--- config.mk ---
export PLATFORM = sky130hd
export DESIGN_NAME = mm_job_sequencer
export DESIGN_NICKNAME = d
export VERILOG_FILES = /design/src/rtl/mm_job_sequencer.sv
export SDC_FILE = /design/constraint.sdc
export NUM_CORES = 1
export LEC_CHECK = 0
export ABC_AREA = 1
export BUFFER_PORTS_ARGS = -buffer_cell sky130_fd_sc_hd__buf_2
export CORE_MARGIN = 2
export CORE_UTILIZATION = 29
export CTS_CLUSTER_SIZE = 14
export DETAILED_ROUTE_END_ITERATION = 8
export SYNTH_ARGS = -nofsm -noshare
export SYNTH_HDL_FRONTEND = slang
export SYNTH_SLANG_ARGS = --single-unit
--- constraint.sdc ---
create_clock -name clk -period 2.1 [get_ports clk]
set_clock_uncertainty 0.05 [all_clocks]
set_input_delay 0.63 -clock clk [delete_from_list [all_inputs] [get_ports clk]]
set_output_delay 0.63 -clock clk [all_outputs]
set_load 0.1 [all_outputs]
--- src/rtl/mm_job_sequencer.sv ---
// CSR-programmed sequencer for one matrix-multiply job: load A, load B, compute, store C.
// Reports completion through sticky status bits, a level interrupt and a job cycle counter.
module mm_job_sequencer #(
    parameter int ADDR_W    = 32,
    parameter int LENGTH_W  = 8,
    parameter int TIMEOUT_W = 16
) (
    input  logic                clk,
    input  logic                rst_n,
    input  logic [3:0]          avs_address,
    input  logic                avs_read,
    input  logic                avs_write,
    input  logic [31:0]         avs_writedata,
    output logic [31:0]         avs_readdata,
    output logic                avs_readdatavalid,
    output logic                start_load_a,
    output logic                start_load_b,
    output logic                start_store_c,
    output logic [ADDR_W-1:0]   base_addr_a,
    output logic [ADDR_W-1:0]   base_addr_b,
    output logic [ADDR_W-1:0]   base_addr_c,
    output logic [LENGTH_W-1:0] length_a,
    output logic [LENGTH_W-1:0] length_b,
    output logic [LENGTH_W-1:0] length_c,
    input  logic                done_load_a,
    input  logic                done_load_b,
    input  logic                done_store_c,
    output logic                compute_start,
    input  logic                compute_done,
    output logic                irq
);

    typedef enum logic [2:0] {
        S_IDLE    = 3'd0,
        S_LOAD_A  = 3'd1,
        S_LOAD_B  = 3'd2,
        S_COMPUTE = 3'd3,
        S_STORE_C = 3'd4,
        S_DONE    = 3'd5
    } state_t;

    // Abort fires on the edge that would take the watchdog to all-ones.
    localparam logic [TIMEOUT_W-1:0] WD_LAST = {{(TIMEOUT_W-1){1'b1}}, 1'b0};

    state_t                 state;
    logic                   busy;
    logic                   done_st;
    logic                   err_st;
    logic                   irq_en;
    logic [31:0]            cycles;
    logic [TIMEOUT_W-1:0]   wd;
    logic                   wr_ctrl;
    logic                   wr_status;
    logic                   go;
    logic                   phase_ack;
    logic [31:0]            rd_mux;

    assign wr_ctrl   = avs_write && (avs_address == 4'd0);
    assign wr_status = avs_write && (avs_address == 4'd1);
    assign go        = wr_ctrl && avs_writedata[0] && !busy;
    assign irq       = done_st & irq_en;

    always_comb begin
        phase_ack = 1'b0;
        case (state)
            S_LOAD_A:  phase_ack = done_load_a  || (length_a == '0);
            S_LOAD_B:  phase_ack = done_load_b  || (length_b == '0);
            S_COMPUTE: phase_ack = compute_done;
            S_STORE_C: phase_ack = done_store_c || (length_c == '0);
            default:   phase_ack = 1'b0;
        endcase
    end

    always_comb begin
        rd_mux = '0;
        case (avs_address)
            4'd0:    rd_mux = {30'd0, irq_en, 1'b0};
            4'd1:    rd_mux = {25'd0, state, 1'b0, err_st, done_st, busy};
            4'd2:    rd_mux = 32'(base_addr_a);
            4'd3:    rd_mux = 32'(base_addr_b);
            4'd4:    rd_mux = 32'(base_addr_c);
            4'd5:    rd_mux = 32'(length_a);
            4'd6:    rd_mux = 32'(length_b);
            4'd7:    rd_mux = 32'(length_c);
            4'd8:    rd_mux = cycles;
            default: rd_mux = '0;
        endcase
    end

    // Configuration registers are frozen while a job runs; IRQ_EN stays writable.
    always_ff @(posedge clk or negedge rst_n) begin
        if (!rst_n) begin
            base_addr_a       <= '0;
            base_addr_b       <= '0;
            base_addr_c       <= '0;
            length_a          <= '0;
            length_b          <= '0;
            length_c          <= '0;
            irq_en            <= 1'b0;
            avs_readdata      <= '0;
            avs_readdatavalid <= 1'b0;
        end else begin
            avs_readdatavalid <= avs_read;
            if (avs_read)
                avs_readdata <= rd_mux;
            if (wr_ctrl)
                irq_en <= avs_writedata[1];
            if (avs_write && !busy) begin
                case (avs_address)
                    4'd2:    base_addr_a <= avs_writedata[ADDR_W-1:0];
                    4'd3:    base_addr_b <= avs_writedata[ADDR_W-1:0];
                    4'd4:    base_addr_c <= avs_writedata[ADDR_W-1:0];
                    4'd5:    length_a    <= avs_writedata[LENGTH_W-1:0];
                    4'd6:    length_b    <= avs_writedata[LENGTH_W-1:0];
                    4'd7:    length_c    <= avs_writedata[LENGTH_W-1:0];
                    default: ;
                endcase
            end
        end
    end

    always_ff @(posedge clk or negedge rst_n) begin
        if (!rst_n) begin
            state         <= S_IDLE;
            busy          <= 1'b0;
            done_st       <= 1'b0;
            err_st        <= 1'b0;
            cycles        <= '0;
            wd            <= '0;
            start_load_a  <= 1'b0;
            start_load_b  <= 1'b0;
            compute_start <= 1'b0;
            start_store_c <= 1'b0;
        end else begin
            start_load_a  <= 1'b0;
            start_load_b  <= 1'b0;
            compute_start <= 1'b0;
            start_store_c <= 1'b0;
            if (busy && (cycles != '1))
                cycles <= cycles + 32'd1;
            if (wr_status) begin
                if (avs_writedata[1]) done_st <= 1'b0;
                if (avs_writedata[2]) err_st  <= 1'b0;
            end
            case (state)
                S_IDLE: begin
                    if (go) begin
                        state        <= S_LOAD_A;
                        busy         <= 1'b1;
                        done_st      <= 1'b0;
                        err_st       <= 1'b0;
                        cycles       <= '0;
                        wd           <= '0;
                        start_load_a <= (length_a != '0);
                    end
                end
                S_LOAD_A, S_LOAD_B, S_COMPUTE, S_STORE_C: begin
                    wd <= wd + 1'b1;
                    if (phase_ack) begin
                        wd <= '0;
                        case (state)
                            S_LOAD_A: begin
                                state        <= S_LOAD_B;
                                start_load_b <= (length_b != '0);
                            end
                            S_LOAD_B: begin
                                state         <= S_COMPUTE;
                                compute_start <= 1'b1;
                            end
                            S_COMPUTE: begin
                                state         <= S_STORE_C;
                                start_store_c <= (length_c != '0);
                            end
                            default: state <= S_DONE;
                        endcase
                    end else if (wd == WD_LAST) begin
                        state  <= S_IDLE;
                        busy   <= 1'b0;
                        err_st <= 1'b1;
                    end
                end
                S_DONE: begin
                    state   <= S_IDLE;
                    busy    <= 1'b0;
                    done_st <= 1'b1;
                end
                default: state <= S_IDLE;
            endcase
        end
    end

endmodule

Word level (Yosys, flattened, before mapping)
Index checks and enable logic that the tools add are counted.
{"block": "word_totals", "regBits": 212, "elab_cells": 109, "out_inout_bits": 158}
{"block": "classes", "bitwise_logic": 1, "mux": 38, "n_reduce_logical": 30, "n_addsub": 2, "n_eq_ne": 19}
{"op": "32-bit one-hot mux with 9 select lines", "count": 1}
{"op": "32-bit 2-to-1 mux", "count": 3}
{"op": "32-bit by 1-bit adder with 32-bit output (second input constant)", "count": 1}
{"op": "16-bit 2-to-1 mux", "count": 2}
{"op": "32-bit != test (second input constant)", "count": 1}
{"op": "16-bit one-hot mux with 2 select lines", "count": 1}
{"op": "8-bit logical NOT", "count": 3}
{"op": "8-bit nonzero test", "count": 3}
{"op": "1-bit 2-to-1 mux", "count": 22}
{"op": "16-bit by 1-bit adder with 16-bit output (second input constant)", "count": 1}
{"op": "16-bit equality test (second input constant)", "count": 1}
{"op": "4-bit by 3-bit equality test with 1-bit output (second input constant)", "count": 4}
{"op": "2-bit AND reduction", "count": 8}
{"op": "3-bit 2-to-1 mux", "count": 3}
{"op": "3-bit one-hot mux with 3 select lines", "count": 1}
{"op": "4-bit by 2-bit equality test with 1-bit output (second input constant)", "count": 2}
{"op": "3-bit by 2-bit equality test with 1-bit output (second input constant)", "count": 2}
{"op": "3-bit equality test (second input constant)", "count": 2}
{"op": "1-bit logical AND", "count": 6}
{"op": "2-bit != test (second input constant)", "count": 3}
{"op": "3-bit one-hot mux with 2 select lines", "count": 1}
{"op": "4-bit by 1-bit equality test with 1-bit output (second input constant)", "count": 1}
{"op": "4-bit equality test (second input constant)", "count": 1}
{"op": "4-bit logical NOT", "count": 1}
{"op": "other kinds (13)", "count": 16}

Depth between registers and ports, before layout
Gate-level depths: netlist of the first run.
{"block": "logic_depth", "word_depth": 6, "depth_mapped": 12}

Worst setup path after synthesis of the first run
OpenSTA, ideal clock, no wires.
{"block": "synth_path", "path_type": "reg-to-reg", "from": "register length_a[6]", "to": "register wd[14]", "arrival_ps": 2044, "n_path_buf": 1, "synth_period_minus_slack_ps": 2171, "slack_ps": -71, "t_required_ps": 1974, "path_stages_with_launch": 10, "path_cell_list": "dfrtp_1 nor2_1 nand2_1 nor2_1 o21ai_0 nand2_1 nor2_2 nand2_1 buf_2 o21ai_1"}
{"block": "synth_between", "elab_chain_cells": 5}
{"item": "start, declared", "line": "22", "text": "output logic [LENGTH_W-1:0] length_a,"}
{"item": "start signal, assigned", "line": "113", "text": "4'd5: length_a <= avs_writedata[LENGTH_W-1:0];"}
{"item": "8-bit logical NOT", "line": "66", "text": "S_LOAD_A: phase_ack = done_load_a || (length_a == '0);"}
{"item": "1-bit logical OR", "line": "66"}
{"item": "1-bit one-hot mux with 4 select lines", "line": "65", "text": "case (state)"}
{"item": "16-bit 2-to-1 mux", "line": "159", "text": "if (phase_ack) begin"}
{"item": "16-bit one-hot mux with 2 select lines", "line": "145", "text": "case (state)"}
{"item": "end signal, assigned", "line": "158", "text": "wd <= wd + 1'b1;"}
{"item": "end, declared", "line": "51", "text": "logic [TIMEOUT_W-1:0] wd;"}
Every way passes these cells.
A chain may end at the register's enable or synchronous reset.

Worst setup path after layout of the first run
{"block": "layout_path", "from": "register avs_readdata[8]", "to": "output avs_readdata[8]"}
{"item": "start, declared", "line": "14", "text": "output logic [31:0] avs_readdata,"}
{"item": "start signal, assigned", "line": "105", "text": "avs_readdata <= rd_mux;"}
No word-level cell between the ends.

==> flow_summary.ini, run 1 <==
[yosys]
syn_nets = 1377
number_of_synthesized_flops_with_an_enable_pin = 0
netlist-cell-type-count = 38
synth_async_sr_flop_share = 1.00
yosysWarnings = 0
synth_area_leaders = dfrtp_1, nand2_1, o21ai_0
netlist.top_cell.by_area = dfrtp_1
mappedNetlistArea_mm2 = 0.0103
post-synth-top-count-cell = nand2_1
synth.cells.most_frequent = nand2_1, dfrtp_1, o21ai_0
synth_top_area_frac = 0.514
post_synthesis_sequential_element_count = 212
yosysSeqAreaShare = 0.514
yosys_most_used_dff = dfrtp_1
syn_avg_cell_area_um2 = 7.76
cells_after_synthesis = 1330

[timing]
setup_viol = 0
setup_repair_after_global_routing_missed_its_margin = no
slew_violations = 0
max_slew.worst_pin.slew_ns = 0.556
clock.fmax_mhz = 479
timing.final.hold_violations = 0
final_period_minus_worst_setup_slack_ns = 2.09
setup-tns-final_ns = 0
timing.final.crit_share = 0.995
relSlewSlack = 0.629
whs_ns = 0.0701

[power]
p_per_area_mw_per_mm2 = 1470
power.combinational.fraction = 0.458
report.power.total_mw = 19.3
sequential_power_share = 0.321
switching_power_total_mw = 10.0
vdd_ir_drop_max_v = 0.000991
p_sw_frac = 0.517
leakagePower_nw = 6.60
p_int_mw = 9.35
clock_power_share = 0.221

[placement]
port-buffer-count = 201
detailedPlacementHpwl_um = 24500
gp_congestion = 0.889
placed_cells_incl_taps = 1996
cell_area_reported_after_detailed_placement_mm2 = 0.0123

[final_layout]
num-nets-final = 1607
final_design_area_no_fill_mm2 = 0.0131
inserted_diodes = 0
area.growth.synth_to_final_pct = 27.3
nFillCells = 3650
drive_gt1_frac = 0.215
layout.cells.non_filler = 2036

[worst_setup_path]
worst_path_max_delay_cell = buf_2
critical_path.max_stage_delay_ns = 0.50
crit_chain = buf_2
setup.worst_path.class = reg2out
worstPathBufferInverterCount = 1
worst_ep_arrival_time_ns = 1.41
data_required_critical_path_ns = 1.42
crit_path_start_kind = flop
critPathCaptureType = primary output
crit_path_max_fanout = 2
critical-path-top-delay-family = buffers and inverters

[run]
maxCapViolations = 0

[floorplanning]
rows = 69
die_w_um = 193
die_area_mm2 = 0.0371
num_io_pins = 202
die_y_um = 193
floorplan_core_area_mm2 = 0.0353
start_util = 0.292

[clock_network]
clkTransAtPathRegs_ns = 0.06
clock_tree_root = clkbuf_16
clock_latency_ns = 0.50
numCtsBuffers = 23
cts.htree.levels = 1
cts_tree = done
cts_max_path_buffers = 3
post_cts_buffers = 0
cts_num_sinks = 212

[route]
avgViaCountPerCell = 4.74
route.vias.total = 9648
drt_pre_antenna_iters = 5
post-route-drc-count = 0
drt_iter0_drc = 600
route.antenna.remaining_nets = 0
totalWireLength_um = 33000
route.detailed.wl_per_inst_um = 16.2

[global_routing]
number_of_antenna_violations_at_the_first_check_in_global_routing = 0
via_count_of_the_first_global_routing_pass = 9109
grt_overflow = 0
grt_first_pass_wirelength_um = 51600
gr-usage-all-layers = 0.177
grt_max_degree = 65

[status]
run_status = complete, no violations

[min_path]
tightest_hold_check_type = in2async
state kept, by name, indices dropped and copies added (netlist names):
signal	cells
state	3
avs_readdatavalid	1
start_load_a	1
base_addr_a	32
length_c	8
compute_start	1
length_a	8
err_st	1
wd	16
done_st	1
start_store_c	1
irq_en	1
avs_readdata	32
base_addr_b	32
length_b	8
start_load_b	1
cycles	32
base_addr_c	32
busy	1
power by group through the flow:
stage / Combinational, mW / Sequential [mW] / Clock, mW
2_1_floorplan: 1.98 / 11.0 / 0
3_3_place_gp: 8.80 / 6.24 / 0
3_5_place_dp: 8.87 / 6.25 / 0
4_1_cts: 8.89 / 6.19 / 4.37
5_1_grt: 9.36 / 6.34 / 4.55
6_report: 8.87 / 6.21 / 4.27
cells by family (layout without fill, tap and decap cells):
family / Yosys count / in the layout / synth area share
xor gates and xnor gates: 20 / 20 / 0.0170
and+or+nand+nor: 684 / 684 / 0.273
buffers and inverters: 168 / 413 / 0.0652
AOI/OAI and AO/OA: 243 / 243 / 0.127
DFF: 212 / 212 / 0.514
adders and majority gates: 3 / 3 / 0.00364
cell usage in the layout (no fill, tap or decap), drive strengths merged, types with 6 or more instances in the layout:
cell type / Yosys / routed
clkinv: 3 / 6
dfrtp: 212 / 212
nor3: 14 / 14
xor2: 18 / 18
o21ai: 175 / 175
buf: 10 / 248
nand3: 59 / 59
clkbuf: 39 / 40
nand2: 486 / 486
o22ai: 11 / 11
nor2: 111 / 111
a21oi: 40 / 40
inv: 116 / 115
nand4: 12 / 12
timing repair:
action	4_1_cts	5_1_grt
setup endpoints to repair	3	5
resized for setup	3	5
hold buffers	0	0
layout make-up:
cell class / count / area [um2] / share of cell area
tap: 461 / 577 / 0.0439
clock buffer: 34 / 667 / 0.0508
multi-input combinational: 950 / 4360 / 0.332
inverter: 119 / 447 / 0.0340
timing repair buffer: 254 / 1650 / 0.125
sequential: 212 / 5320 / 0.405
clock inverter: 6 / 130 / 0.00990
stage by stage:
step                      utilization  setup slack (ns)
after floorplan                     -           0.00891
after global placement          0.349            0.0402
after detailed placement        0.349            0.0142
after CTS                       0.372            0.0116
after global routing            0.372           0.00101
final                           0.372            0.0111
path summary, 6_finish.rpt:
check                                              from                            to  slack (ns)  cells after the start
max in group asynchronous                         rst_n       length_a[1]$_DFFE_PN0P_        1.32                      2
max reg2reg                        cycles[12]$_DFF_PN0_           cycles[5]$_DFF_PN0_        0.18                     11
min in group clk                      avs_writedata[10]   base_addr_c[10]$_DFFE_PN0P_        0.36                      3
min                                               rst_n  avs_readdata[17]$_DFFE_PN0P_        0.07                      1
max                         avs_readdata[8]$_DFFE_PN0P_               avs_readdata[8]        0.01                      1
min reg2reg                avs_readdata[26]$_DFFE_PN0P_  avs_readdata[26]$_DFFE_PN0P_        0.44                      2
metal layers:
metal / wire length, um / part of all wire / global-route usage / vias to the layer above
met5: 0 / 0 / 0 / -
met4: 631 / 0.019 / 0.0373 / 0
met3: 1770 / 0.054 / 0.0284 / 41
met2: 15200 / 0.46 / 0.278 / 239
met1: 15300 / 0.47 / 0.256 / 4645
li1: - / - / - / 4723
(Power assumes the default switching activity.)
==> run 2: changes to the inputs <==
- RECOVER_POWER: unset -> 100
==> flow_summary.ini, run 2 (same netlist as run 1, synthesis figures left out) <==
[worst_setup_path]
r2r_end = cycles[5]$_DFF_PN0_
worst_path_max_delay_cell = buf_2
worst_setup_path_endpoint = avs_readdata[8]
crit_chain = buf_2
r2r-start = cycles[12]$_DFF_PN0_
crit_path_start_kind = flop
r2r_cells = 11
setup.worst_path.class = reg2out
critical-path-top-delay-family = buffers and inverters
crit_cells = 1
crit_path_max_fanout = 2
worstPathBufferInverterCount = 1
rrSetupSlack_ns = 0.15
worst_ep_arrival_time_ns = 1.39
critical_path.max_stage_delay_ns = 0.49
data_required_critical_path_ns = 1.42
critPathCaptureType = primary output
timing.critical_path.from = avs_readdata[8]$_DFFE_PN0P_

[final_layout]
final_core_utilization = 0.368
inserted_diodes = 0
num-nets-final = 1607
nFillCells = 3691
final_common_cell = nand2_1
layout.area.seq_mm2 = 0.00532
area_of_the_multi_input_gates_mm2 = 0.00432
most-common-layout-cells = nand2_1, dfrtp_1, o21ai_0
final_design_area_no_fill_mm2 = 0.0130
area.growth.synth_to_final_pct = 25.7
drive_gt1_frac = 0.201

[placement]
cell_area_reported_after_detailed_placement_mm2 = 0.0123
gp_congestion = 0.889
detailedPlacementHpwl_um = 24500
pre_cts_slack_ns = 0.0142
port-buffer-count = 201

[floorplanning]
die_area_mm2 = 0.0371
start_util = 0.292
num_io_pins = 202
floorplan_core_area_mm2 = 0.0353
die_w_um = 193
rows = 69
die_y_um = 193

[global_routing]
gr-usage-all-layers = 0.177
number_of_antenna_violations_at_the_first_check_in_global_routing = 0
grt_first_pass_wirelength_um = 51600
via_count_of_the_first_global_routing_pass = 9109
grt_overflow = 0
grt_max_degree = 65

[clock_network]
clock_latency_ns = 0.50
cts_max_path_buffers = 3
cts_tree = done
clock_tree_root = clkbuf_16
numCtsBuffers = 23
cts_num_sinks = 212
clkTransAtPathRegs_ns = 0.06
cts_hold_fix_bufs = 0
post_cts_buffers = 0
cts.htree.levels = 1

[timing]
setup_viol = 0
setup_repair_after_global_routing_missed_its_margin = no
slew_violations = 50
clock.fmax_mhz = 483
final_period_minus_worst_setup_slack_ns = 2.07
timing.final.crit_share = 0.985
max_slew.worst_pin.slew_ns = 1.71
timing.final.hold_violations = 0
setup_slack_ns = 0.0311
relSlewSlack = -0.141
setup-tns-final_ns = 0

[route]
route.detailed.wl_per_inst_um = 16.2
totalWireLength_um = 32900
route.antenna.remaining_nets = 0
drt_pre_antenna_iters = 5
drt_iter0_drc = 573
post-route-drc-count = 0
avgViaCountPerCell = 4.75
route.vias.total = 9665

[power]
p_per_area_mw_per_mm2 = 1480
vdd_ir_drop_max_v = 0.000990
leakagePower_nw = 6.47

[min_path]
tightest_hold_check_type = in2reg

[run]
maxCapViolations = 1

[status]
violations = capacitance limit, slew limit
run_status = finished, violations left
run 2: changes by cell type in the layout (fill, tap and decap cells not counted), moves of 2 or more:
cell and delta:
nor2_1 +2, o21ai_1 -3, buf_12 -5, nor2_2 -2, buf_2 -78, o21ai_0 +3
a21oi_1 +5, clkbuf_4 +4, clkbuf_1 +12, clkbuf_2 +84, buf_4 -17, a21oi_2 -5
run 2: layout make-up:
| cell class | instances | share of cell area |
|---|---|---|
| clock buffer | 34 | 0.0514 |
| clock inverter | 6 | 0.0100 |
| inverter | 119 | 0.0344 |
| multi-input combinational | 950 | 0.333 |
| sequential | 212 | 0.410 |
| tap | 461 | 0.0444 |
| timing repair buffer | 254 | 0.117 |
run 2: per-layer routing:
layer / vias to the layer above / routed length (um) / GRT usage
li1: 4720 / - / -
met1: 4656 / 15200 / 0.256
met2: 246 / 15200 / 0.278
met3: 43 / 1800 / 0.0284
met4: 0 / 650 / 0.0373
met5: - / 0 / 0
run 2: worst min path at each step:
stage	to	from	depth (start not counted)
after floorplan	avs_readdata[0]$_DFFE_PN0P_	rst_n	0
after global placement	avs_readdata[9]$_DFFE_PN0P_	avs_readdata[9]$_DFFE_PN0P_	2
after detailed placement	avs_readdata[26]$_DFFE_PN0P_	avs_readdata[26]$_DFFE_PN0P_	2
after CTS	avs_readdata[17]$_DFFE_PN0P_	rst_n	1
after global routing	base_addr_c[19]$_DFFE_PN0P_	avs_writedata[19]	3
final	base_addr_c[10]$_DFFE_PN0P_	avs_writedata[10]	3
run 2: power by group:
group          total (mW)  internal [mW]  leakage, nW  switching (mW)
Sequential           6.22           5.09         2.72            1.14
Combinational        8.77           1.52         3.36            7.26
Clock                4.27           2.68        0.391            1.60
Total                19.3           9.28         6.47            9.99
run 2: per-stage QoR:
| stage | cells | power [mW] | hold WS (ns) |
|---|---|---|---|
| 2_1_floorplan | 1330 | 13.0 | 0.284 |
| 3_3_place_gp | 1996 | 15.0 | 0.413 |
| 3_5_place_dp | 1996 | 15.1 | 0.422 |
| 4_1_cts | 2036 | 19.5 | 0.0832 |
| 5_1_grt | 2036 | 20.2 | 0.347 |
| 6_report | 2036 | 19.3 | 0.358 |
run 2: timing repair:
action | CTS | global route
endpoints found under the hold margin | 0 | 0
gates resized for setup | 3 | 5
endpoints found under the setup margin | 3 | 5
